### src/rtl/qupls_decode_src_pipe.sv
// ---------------------------------------------------------------------------
// qupls_decode_src_pipe
//
// Pipelined multi-lane source-register decoder for the Qupls decode stage.
// Converts the raw architectural source fields of a decode group (LANES
// instructions x NSRC sources) into extended register numbers.
//
// Per source, the mapping is:
//   * an immediate source maps to register 0,
//   * a REGX-prefixed instruction ORs EXT_BIT into its raw fields,
//   * raw register SP_RAW (unextended) becomes the per-mode stack pointer
//     SP_BASE + om.
//
// A REGX prefix extends the next valid instruction. This holds even when
// that instruction is in a later group, because the carry is kept in `pend`.
//
// One registered stage with a valid/ready handshake.
//
// Ports
//   clk, rst    clock and synchronous active-high reset
//   flush       drops the held group, the pending prefix and the sticky error
//   in_valid    a decode group is offered
//   in_ready    the stage can take the group this cycle
//   in_om       operating mode of the offered group
//   in_lane_v   lane holds an instruction
//   in_pfx      lane holds a REGX prefix
//   in_raw      raw source fields, lane-major then source-minor
//   in_imm      source is an immediate
//   out_valid   decoded group is valid
//   out_ready   consumer takes the decoded group
//   out_lane_v  decoded instruction valid (prefix lanes squashed)
//   out_reg     mapped source registers, same ordering as in_raw
//   out_ext     REGX extension was applied to the lane
//   pfx_err     sticky flag: a prefix was followed by another prefix
// ---------------------------------------------------------------------------
module qupls_decode_src_pipe #(
    parameter int LANES   = 4,
    parameter int NSRC    = 3,
    parameter int RAWW    = 6,
    parameter int AREGW   = 9,
    parameter int SP_RAW  = 63,
    parameter int SP_BASE = 65,
    parameter int EXT_BIT = 64
) (
    input  logic                         clk,
    input  logic                         rst,
    input  logic                         flush,
    input  logic                         in_valid,
    output logic                         in_ready,
    input  logic [1:0]                   in_om,
    input  logic [LANES-1:0]             in_lane_v,
    input  logic [LANES-1:0]             in_pfx,
    input  logic [LANES*NSRC*RAWW-1:0]   in_raw,
    input  logic [LANES*NSRC-1:0]        in_imm,
    output logic                         out_valid,
    input  logic                         out_ready,
    output logic [LANES-1:0]             out_lane_v,
    output logic [LANES*NSRC*AREGW-1:0]  out_reg,
    output logic [LANES-1:0]             out_ext,
    output logic                         pfx_err
);

    localparam logic [AREGW-1:0] EXT_MASK = AREGW'(EXT_BIT);
    localparam logic [AREGW-1:0] SP_MATCH = AREGW'(SP_RAW);
    localparam logic [AREGW-1:0] SP_START = AREGW'(SP_BASE);

    logic                        pend;
    logic                        load;

    logic [LANES-1:0]            dec_lane_v;
    logic [LANES-1:0]            dec_ext;
    logic [LANES*NSRC*AREGW-1:0] dec_reg;
    logic                        dec_err;
    logic                        dec_carry;
    logic [AREGW-1:0]            map_tmp;

    // The stage is free when it holds nothing or its group leaves this cycle.
    // Flush is not folded in here. Instead it blocks the load in the
    // register block below.
    always_comb begin
        in_ready = !out_valid || out_ready;
        load     = in_valid && in_ready;
    end

    // Prefix scan and source mapping for the offered group.
    //
    // The carry enters from `pend` and ripples through the lanes in order.
    // An invalid lane passes the carry through untouched.
    //
    // Squashed prefix lanes and invalid lanes produce all-zero register
    // fields, so rename never sees stale numbers in them.
    always_comb begin
        dec_lane_v = '0;
        dec_ext    = '0;
        dec_reg    = '0;
        dec_err    = 1'b0;
        dec_carry  = pend;
        map_tmp    = '0;
        for (int l = 0; l < LANES; l++) begin
            if (in_lane_v[l] && in_pfx[l]) begin
                if (dec_carry)
                    dec_err = 1'b1;
                dec_carry = 1'b1;
            end else if (in_lane_v[l]) begin
                dec_lane_v[l] = 1'b1;
                dec_ext[l]    = dec_carry;
                for (int s = 0; s < NSRC; s++) begin
                    if (in_imm[l*NSRC+s]) begin
                        map_tmp = '0;
                    end else begin
                        map_tmp = {{(AREGW-RAWW){1'b0}}, in_raw[(l*NSRC+s)*RAWW +: RAWW]};
                        if (dec_carry)
                            map_tmp = map_tmp | EXT_MASK;
                    end
                    // Only an unextended r63 is the stack pointer.
                    // An extended 63 is a normal register.
                    if (map_tmp == SP_MATCH)
                        map_tmp = SP_START + AREGW'(in_om);
                    dec_reg[(l*NSRC+s)*AREGW +: AREGW] = map_tmp;
                end
                dec_carry = 1'b0;
            end
        end
    end

    // Output register and prefix carry.
    //
    // Priority order is reset, then flush, then load, then drain.
    //
    // `pend` only changes on a load, so a trailing prefix survives idle and
    // stalled cycles. It waits there for the next group.
    //
    // pfx_err is sticky and clears only on reset or flush.
    always_ff @(posedge clk) begin
        if (rst) begin
            out_valid  <= 1'b0;
            out_lane_v <= '0;
            out_reg    <= '0;
            out_ext    <= '0;
            pfx_err    <= 1'b0;
            pend       <= 1'b0;
        end else if (flush) begin
            out_valid  <= 1'b0;
            out_lane_v <= '0;
            pfx_err    <= 1'b0;
            pend       <= 1'b0;
        end else if (load) begin
            out_valid  <= 1'b1;
            out_lane_v <= dec_lane_v;
            out_reg    <= dec_reg;
            out_ext    <= dec_ext;
            pfx_err    <= pfx_err | dec_err;
            pend       <= dec_carry;
        end else if (out_ready) begin
            out_valid  <= 1'b0;
        end
    end

endmodule
### config.mk
export PLATFORM = sky130hd
export DESIGN_NAME = qupls_decode_src_pipe
export DESIGN_NICKNAME = d
export VERILOG_FILES = /design/src/rtl/qupls_decode_src_pipe.sv
export SDC_FILE = /design/constraint.sdc
export NUM_CORES = 1
export LEC_CHECK = 0
export ABC_AREA = 1
export CORE_MARGIN = 2
export CORE_UTILIZATION = 41
export DETAILED_ROUTE_END_ITERATION = 12
export PLACE_DENSITY = 0.84
export SLEW_MARGIN = 10
export SYNTH_ARGS = -nofsm -noshare
export SYNTH_HDL_FRONTEND = slang
export SYNTH_SLANG_ARGS = --single-unit
### constraint.sdc
create_clock -name clk -period 1.71 [get_ports clk]
set_input_delay 0.342 -clock clk [delete_from_list [all_inputs] [get_ports clk]]
set_output_delay 0.342 -clock clk [all_outputs]
set_load 0.1 [all_outputs]
==> results.sh <==
export IMPL_ys_warn_count=0
export IMPL_p_leak_nw=3.20
export IMPL_antenna_found_initial=0
export IMPL_core_um2=10800
export IMPL_synth_area_leaders="dfxtp_1, nand2_1, a21oi_1"
export IMPL_p_int_mw=3.43
export IMPL_yosysTopAreaCellShare=0.422
export IMPL_rr_worst_depth=8
export IMPL_setup_viol=0
export IMPL_crit_arrival_ps=1310
export IMPL_crit_start="out_ready"
export IMPL_synth_cells=645
export IMPL_clockBufferDepth=2
export IMPL_synth_compound_area_frac=0.135
export IMPL_slew_violations=0
export IMPL_path_max_fanout=3
export IMPL_cap_violations=0
export IMPL_fp_dieArea_um2=11900
export IMPL_initial_core_util=0.418
export IMPL_place_area_um2=7870
export IMPL_rrSetupSlack_ps=210
export IMPL_layout_min_cycle_time_ps=1650
export IMPL_synthXorXnorAreaFrac=0
export IMPL_design_area_um2=8100
export IMPL_yosysSeqAreaShare=0.422
export IMPL_cp_end_kind="output port"
export IMPL_drc=0
export IMPL_die_w_um=109
export IMPL_avgRoutedWirePerCell_um=14.6
export IMPL_synthAdderAreaFrac=0.00278
export IMPL_hold_viol_final=0
export IMPL_syn_area_per_cell_um2=6.99
export IMPL_gr_total_overflow=0
export IMPL_worstHoldPathType="input port to register"
export IMPL_reg2reg_to="out_reg[29]"
export IMPL_post_dp_hpwl_mm=11.8
export IMPL_cts_tree="built"
export IMPL_nets=986
export IMPL_grt_max_degree=42
export IMPL_switching_power_mw=1.64
export IMPL_total_power_mw=5.07
export IMPL_drtPass1Iterations=5
export IMPL_ys_seq_elements=95
export IMPL_clk_pin_slew_ps=100
export IMPL_h_tree_depth=3
export IMPL_ir_drop_uv=544
export IMPL_rows=38
export IMPL_post_route_period_util=0.964
export IMPL_via_per_inst=5.03
export IMPL_grt_setup_unrepaired="yes"
export IMPL_vias=5185
export IMPL_ys_types=29
export IMPL_synth_mux_area_fraction=0
export IMPL_r2r_start="out_valid"
export IMPL_area_delta_synth_final_pct=79.6
export IMPL_gp_congestion=0.877
export IMPL_outcome="finished, final reports clean"
export IMPL_grt_pass1_vias=4946
export IMPL_synth_simple_gate_area_frac=0.331
export IMPL_track_usage=0.252
export IMPL_clockPowerShare=0.306
export IMPL_yosysTopAreaCell="dfxtp_1"
export IMPL_drive_above_1_share=0.228
export IMPL_p_comb_frac=0.246
export IMPL_swShare=0.324
export IMPL_dieHeight_um=109
export IMPL_io_buffers=193
export IMPL_cts_sinks=95
export IMPL_seq_power_share=0.448
export IMPL_timing_worst_setup_path_type="input port to output port"
export IMPL_root_buffer="clkbuf_8"
export IMPL_fmax_mhz=607
export IMPL_hold_slack_ps=411
export IMPL_cts_setup_buffers=0
export IMPL_clock_latency_ps=360
export IMPL_largest_reg_flops=84
export IMPL_startpoint_type="input port"
export IMPL_syn_cell_area_um2=4510
export IMPL_skew_ps=14.5
export IMPL_setup_worst_path_end="in_ready"
export IMPL_grt_pass1_wl_mm=23.7
export IMPL_cts_made_buffers=9
export IMPL_diodes=0
export IMPL_drt_initial_drc_count=286
export IMPL_synth_top_family_by_area="simple AND/OR/NAND/NOR gates"
export IMPL_pin_count=218
export IMPL_powerDensity_nw_per_um2=626
export IMPL_final_antenna_net_count=0
export IMPL_wirelength_mm=15.1
export IMPL_required_ps=1370
## per-stage QoR
step                      std cells  setup WS, ps  setup TNS (ps)  utilization
final                          1031          61.5               0        0.750
after global routing           1031         -48.8           -83.4        0.750
after CTS                      1031          54.5               0        0.748
after detailed placement       1015          -282          -15320        0.729
after global placement         1015          -180          -10670        0.729
after floorplan                 668          82.1               0            -
## metal layers
layer / vias up / GRT usage / share of wire
met5: - / 0 / 0
met4: 0 / 0.0833 / 0.023
met3: 28 / 0.0604 / 0.085
met2: 227 / 0.438 / 0.50
met1: 2360 / 0.305 / 0.39
li1: 2570 / - / -
## Yosys cell counts
cell and instances:
buf_6 3, or2_1 1, a211oi_1 1, buf_4 25, a21oi_4 1, buf_1 2, nor3_1 13, buf_2 4
nand3_1 73, nor2_4 3, inv_2 5, a21oi_1 92, clkbuf_1 15, dfxtp_1 95, nor2_8 1, a31oi_1 1
nand3_2 2, inv_1 44, nand2_4 1, nand2_1 173, nand2_2 5, ha_1 1, o211ai_1 2, nand4_1 19
conb_1 1, nand3b_1 2, nor2_2 3, nor2_1 36, o21ai_0 21
## worst min path at each step
stage / startpoint / to / slack [ps] / depth (start not counted)
after CTS: rst / out_ext[0] / 390 / 2
final: rst / out_ext[0] / 410 / 2
after floorplan: pend / pend / 490 / 2
after global routing: rst / out_ext[0] / 410 / 2
after global placement: pfx_err / pfx_err / 490 / 2
after detailed placement: pfx_err / pfx_err / 490 / 2
## power groups by stage
stage / registers [mW] / clock network, mW / logic [mW]
3_3_place_gp: 2.32 / 0 / 1.22
3_5_place_dp: 2.32 / 0 / 1.24
5_1_grt: 2.27 / 1.66 / 1.32
4_1_cts: 2.27 / 1.58 / 1.24
6_report: 2.27 / 1.55 / 1.25
2_1_floorplan: 2.50 / 0 / 0.530
## what timing repair did
item                       CTS  global route
setup endpoints to repair    0            11
hold buffers                 0             0
gates resized for setup      0             6
## cell families (layout without fill, tap and decap cells)
family | count (synthesis) | in the layout
buf+inv | 98 | 321
flops | 95 | 95
other cells | 1 | 24
simple gates | 332 | 332
fa+ha+maj | 1 | 1
compound gates | 118 | 118
## critical path: stages
cell	delay, ps
clkdlybuf4s50_1	460
inv_1	80
buf_4	150
nand2_2	100
buf_12	180
## cell usage in the layout, fill, tap and decap left out
master and n:
bufinv_16 1, buf_2 1, buf_6 1, nor2_2 6, clkbuf_8 10, nand2_4 1
nor2_1 33, clkinv_2 1, inv_2 5, nand3_1 72, inv_6 1, ha_1 1
o21ai_0 21, clkinvlp_4 1, dfxtp_1 94, nand3b_1 2, nor2_4 3, nand2_1 172
nand2_2 6, nor3_1 13, a21oi_1 91, nand3_2 3, conb_1 24, buf_4 58
buf_12 99, dfxtp_2 1, a211oi_1 1, o211ai_1 2, a31oi_1 1, clkinv_4 2
clkdlybuf4s50_1 97, nand4_1 19, inv_1 44, nor2_8 1, a21oi_2 1, or2_1 1
a21oi_4 1
## cell type report
cell class | count | area (um^2)
repair buffers | 256 | 3400
fillers | 782 | 2700
multi-input cells | 475 | 2220
flip-flops and latches | 95 | 1900
inverters | 49 | 184
well taps | 140 | 175
clock buffers | 10 | 138
clock inverters | 6 | 68.8
Power figures use the tool's default switching activity.
